--- src/rtl/imem_boot_loader.sv ---
`default_nettype none
// ============================================================================
// Module   : imem_boot_loader
// Purpose  : Shares the instruction-memory port between CPU fetch and a
//            byte-serial boot loader that writes 17-bit words from address 0.
// Revision : 1.0 - initial release
// ============================================================================
module imem_boot_loader #(
    parameter bit BOOT_ON_RESET = 1'b1,
    parameter int ADDR_W        = 11
) (
    input  logic              clk,
    input  logic              rst_n,
    input  logic [ADDR_W-1:0] cpu_addr,
    input  logic              cpu_rd_en,
    output logic              cpu_stall,
    input  logic              load_req,
    input  logic [7:0]        byte_in,
    input  logic              byte_vld,
    output logic              byte_rdy,
    output logic [ADDR_W-1:0] im_addr,
    output logic              im_rd_en,
    output logic              im_we,
    output logic [16:0]       im_wdata,
    output logic              boot_done,
    output logic              fmt_err
);

    localparam int c_HI_W  = ADDR_W - 8;
    localparam int c_REM_W = ADDR_W + 1;

    typedef enum logic [2:0] {
        S_RUN   = 3'd0,
        S_HDR0  = 3'd1,
        S_HDR1  = 3'd2,
        S_B0    = 3'd3,
        S_B1    = 3'd4,
        S_B2    = 3'd5,
        S_WRITE = 3'd6,
        S_DONE  = 3'd7
    } state_t;

    localparam state_t c_RESET_STATE = BOOT_ON_RESET ? S_HDR0 : S_RUN;

    state_t               r_state;
    state_t               w_next_state;
    logic [ADDR_W-1:0]    r_wr_addr;
    logic [c_REM_W-1:0]   r_remaining;
    logic [7:0]           r_cnt_lo;
    logic [16:0]          r_wdata;
    logic                 r_fmt_err;
    logic                 w_accept;
    logic [ADDR_W-1:0]    w_hdr_cnt;
    logic                 w_hdr_ovf;

    assign w_accept  = byte_vld & byte_rdy;
    assign w_hdr_cnt = {byte_in[c_HI_W-1:0], r_cnt_lo};
    // Header bits above the address width cannot be represented and are dropped.
    assign w_hdr_ovf = |(byte_in >> c_HI_W);

    assign im_wdata = r_wdata;
    assign fmt_err  = r_fmt_err;

    always_ff @(posedge clk or negedge rst_n) begin
        if (!rst_n) begin
            r_state <= c_RESET_STATE;
        end else begin
            r_state <= w_next_state;
        end
    end

    always_comb begin
        w_next_state = r_state;
        cpu_stall    = 1'b1;
        byte_rdy     = 1'b0;
        im_addr      = r_wr_addr;
        im_rd_en     = 1'b0;
        im_we        = 1'b0;
        boot_done    = 1'b0;
        case (r_state)
            S_RUN: begin
                cpu_stall = 1'b0;
                im_addr   = cpu_addr;
                im_rd_en  = cpu_rd_en;
                if (load_req) w_next_state = S_HDR0;
            end
            S_HDR0: begin
                byte_rdy = 1'b1;
                if (byte_vld) w_next_state = S_HDR1;
            end
            S_HDR1: begin
                byte_rdy = 1'b1;
                if (byte_vld) w_next_state = S_B0;
            end
            S_B0: begin
                byte_rdy = 1'b1;
                if (byte_vld) w_next_state = S_B1;
            end
            S_B1: begin
                byte_rdy = 1'b1;
                if (byte_vld) w_next_state = S_B2;
            end
            S_B2: begin
                byte_rdy = 1'b1;
                if (byte_vld) w_next_state = S_WRITE;
            end
            S_WRITE: begin
                im_we        = 1'b1;
                w_next_state = (r_remaining == c_REM_W'(1)) ? S_DONE : S_B0;
            end
            S_DONE: begin
                boot_done    = 1'b1;
                w_next_state = S_RUN;
            end
            default: w_next_state = c_RESET_STATE;
        endcase
    end

    always_ff @(posedge clk or negedge rst_n) begin
        if (!rst_n) begin
            r_wr_addr   <= '0;
            r_remaining <= '0;
            r_cnt_lo    <= '0;
            r_wdata     <= '0;
            r_fmt_err   <= 1'b0;
        end else begin
            case (r_state)
                S_RUN: begin
                    if (load_req) begin
                        r_wr_addr <= '0;
                        r_fmt_err <= 1'b0;
                    end
                end
                S_HDR0: if (w_accept) r_cnt_lo <= byte_in;
                S_HDR1: begin
                    if (w_accept) begin
                        // Header holds count-1, so remaining spans 1..2**ADDR_W.
                        r_remaining <= {1'b0, w_hdr_cnt} + c_REM_W'(1);
                        if (w_hdr_ovf) r_fmt_err <= 1'b1;
                    end
                end
                S_B0: if (w_accept) r_wdata[7:0] <= byte_in;
                S_B1: if (w_accept) r_wdata[15:8] <= byte_in;
                S_B2: begin
                    if (w_accept) begin
                        r_wdata[16] <= byte_in[0];
                        if (|byte_in[7:1]) r_fmt_err <= 1'b1;
                    end
                end
                S_WRITE: begin
                    r_wr_addr   <= r_wr_addr + ADDR_W'(1);
                    r_remaining <= r_remaining - c_REM_W'(1);
                end
                default: ;
            endcase
        end
    end

endmodule
`default_nettype wire
--- config.mk ---
export PLATFORM = sky130hd
export DESIGN_NAME = imem_boot_loader
export DESIGN_NICKNAME = d
export VERILOG_FILES = /design/src/rtl/imem_boot_loader.sv
export SDC_FILE = /design/constraint.sdc
export NUM_CORES = 1
export LEC_CHECK = 0
export BUFFER_PORTS_ARGS = -buffer_cell sky130_fd_sc_hd__buf_4
export CAP_MARGIN = 20
export CORE_ASPECT_RATIO = 2
export CORE_MARGIN = 2
export CORE_UTILIZATION = 50
export CTS_CLUSTER_DIAMETER = 50
export CTS_CLUSTER_SIZE = 10
export DETAILED_ROUTE_END_ITERATION = 8
export GPL_ROUTABILITY_DRIVEN = 0
export PLACE_DENSITY = 0.73
export SLEW_MARGIN = 30
export SYNTH_ARGS = -nofsm -noshare
export SYNTH_HDL_FRONTEND = slang
export SYNTH_SLANG_ARGS = --single-unit
--- constraint.sdc ---
create_clock -name clk -period 5.9 [get_ports clk]
set_input_delay 0.295 -clock clk [delete_from_list [all_inputs] [get_ports clk]]
set_output_delay 0.295 -clock clk [all_outputs]
set_load 0.1 [all_outputs]
==> metrics.txt <==
status=finished clean; Top Family by Delay on Critical Path=buffers and inverters; Core Area=roughly 0.0057 mm²; CP startpoint kind=flop; dpl ws=3460 ps; setup TNS=0 ps; worst r2r src=r_state[0]; share of cells above drive strength 1=approximately a third; DRC viols=0; vias in the first global route=between 2000 and 2500; combinational family with the most area after synthesis=simple AND/OR/NAND/NOR gates; final slew viol count=0; worst-skew pair later-pin latency=just under 300 ps; CTS H-tree depth=2; CP Capture Type=output port; I/O Pins=58; clk slew on worst S/H paths=around 70 ps; first-pass GRT wire length=10900 µm; initial antenna violation count=0; Synth area leader=dfrtp_1; Main synth FF type=dfrtp_1; synth cell count leaders=51 x dfrtp_1, 37 x mux2_2, 22 x nor2_1; HPWL Detailed=roughly 4900 µm; Ant. Diodes=0; routed vias=2372; final worst slack=~3300 ps; Net Count, Synth=323; clock period minus worst slack=2640 ps; post-route ant nets=0; Area growth syn-to-layout=20.2%; top cell type's share of synthesized area=43.1%; Ys Warns=0; Largest stage delay, worst path=about 550 ps; critical path cell sequence=inv_1 > ha_1 > nand2_1 > inv_2 > buf_4; max-cap violations=0; chip width=58.4 µm; Synth Cell Area=0.00296 mm²; # setup viols final=0; skew final=2.76 ps; final wirelength=6590 µm; WP data required=about 5600 ps; Post-synth EDFFs=0; Seq/Total Area, Yosys=44.0%; synthesized flop and latch total=52; DR pass1 iterations=4; grt ovf=0; nets=374; total die area=approximately 0.0066 mm²; Core Rows=39; Post-CTS Setup Repair Bufs=0; worst slew pin tran=726 ps; Hold WC Path Type=input pin to asynchronous set/reset pin; clk buf depth=2; fin crit share=approximately 45%; post-cts sizing count=0; Synth Area in Compound Gates=13.1%; CP max FO=22; IO Port Bufs=57; fmax=380 MHz; clock sink count=between 50 and 60; Detailed Route Iter0 Violations=90; GRT Util Overall=21.4%; synthesized area per cell=between 10 and 15 µm²; TritonCTS buffer count=5; critical path arrival=2340 ps; CP bufs+invs=3; Synth Instances=between 200 and 300; Synth Area in Adders=3.80%; Simple-Gate Fraction of Synth Area=16.0%; FFs w/ async S/R, synth=100%; mux contribution to synthesized area=15.1%; Wirelength per Cell=16.4 µm; top-count cell post-synth=dfrtp_1; Max transition margin=51.1%; CTS root buf=clkbuf_16; Filler cells=498; number of library cell types mapped by synthesis=between 50 and 60; vias per cell=5.89; cts-stage hold buffer count=0; Initial Utilization=roughly 52%; Die Y-Extent=approximately 110 µm; xor and xnor area share after synthesis=4.14%; CTS tree=built; synth top area cells=dfrtp_1 43%, mux2_2 14%, ha_1 3.8%; critical path's slowest cell=dfstp_2; worst setup path startpoint=r_state[0]; path type of the worst setup path=flop to output port; largest net degree at the start of global routing=53; Hold Fails Final Rpt=0; RSZ-0062 raised after global routing=no
state kept, by name, indices dropped and copies added, names as in the netlist:
name,cells
r_cnt_lo,8
r_remaining,12
im_wdata,17
r_state,3
fmt_err,1
r_wr_addr,11
cell type report:
class	count	area [µm²]	share of cell area, %
multi-input cells	214	1540	43.4
flip-flops and latches	52	1300	36.6
repair buffers	58	435	12.2
clock buffers	6	129	3.62
well taps	61	76.3	2.14
inverters	10	37.5	1.05
clock inverters	2	35.0	0.985
path summary, 6_finish.rpt:
kind,slack [ps],to,cells past startpoint
max,3260,im_we,5
min,30,r_wr_addr[6],1
max reg2reg,3430,r_remaining[10],7
min reg2reg,510,im_wdata[8],1
max in group asynchronous,5440,r_cnt_lo[3],1
min in group clk,270,im_wdata[11],2
cells in the final DEF (no fill, tap or decap), drive strengths merged, types with 3 or more instances in the layout:
cell type,instances
or3,3
mux2i,3
nor3,9
buf,58
clkbuf,6
dfrtp,51
o31ai,3
nor2b,3
a21oi,11
nand2,20
ha,9
mux2,37
nor2,23
a31oi,3
nand3,16
a211oi,5
nor4,4
inv,10
o21ai,23
xor2,12
cell families after synthesis:
family          count (synthesis)
compound gates                 59
xor+xnor                       14
fa+ha+maj                       9
buf+inv                        24
flops                          52
mux                            40
simple gates                   92
stage by stage:
step                      hold slack [ps]  util [%]  cells  instance area (µm²)
after floorplan                    -0.591         -    290                 2960
after global placement                379      59.5    395                 3390
after detailed placement              371      59.5    395                 3390
after CTS                            64.3      62.3    403                 3560
after global routing                 96.4      62.3    403                 3560
final                                27.2      62.3    403                 3560
per-layer routing:
layer	up-vias	GRT usage [%]	routed length [µm]	part of all wire, %
met5	-	0	0	0
met4	0	8.53	131	2.0
met3	12	3.43	298	4.5
met2	72	39.0	3720	56
met1	1132	23.6	2450	37
li1	1156	-	-	-
Power is not shown: default switching activity piles up to over one toggle a cycle in this logic, so the estimate is an artifact.
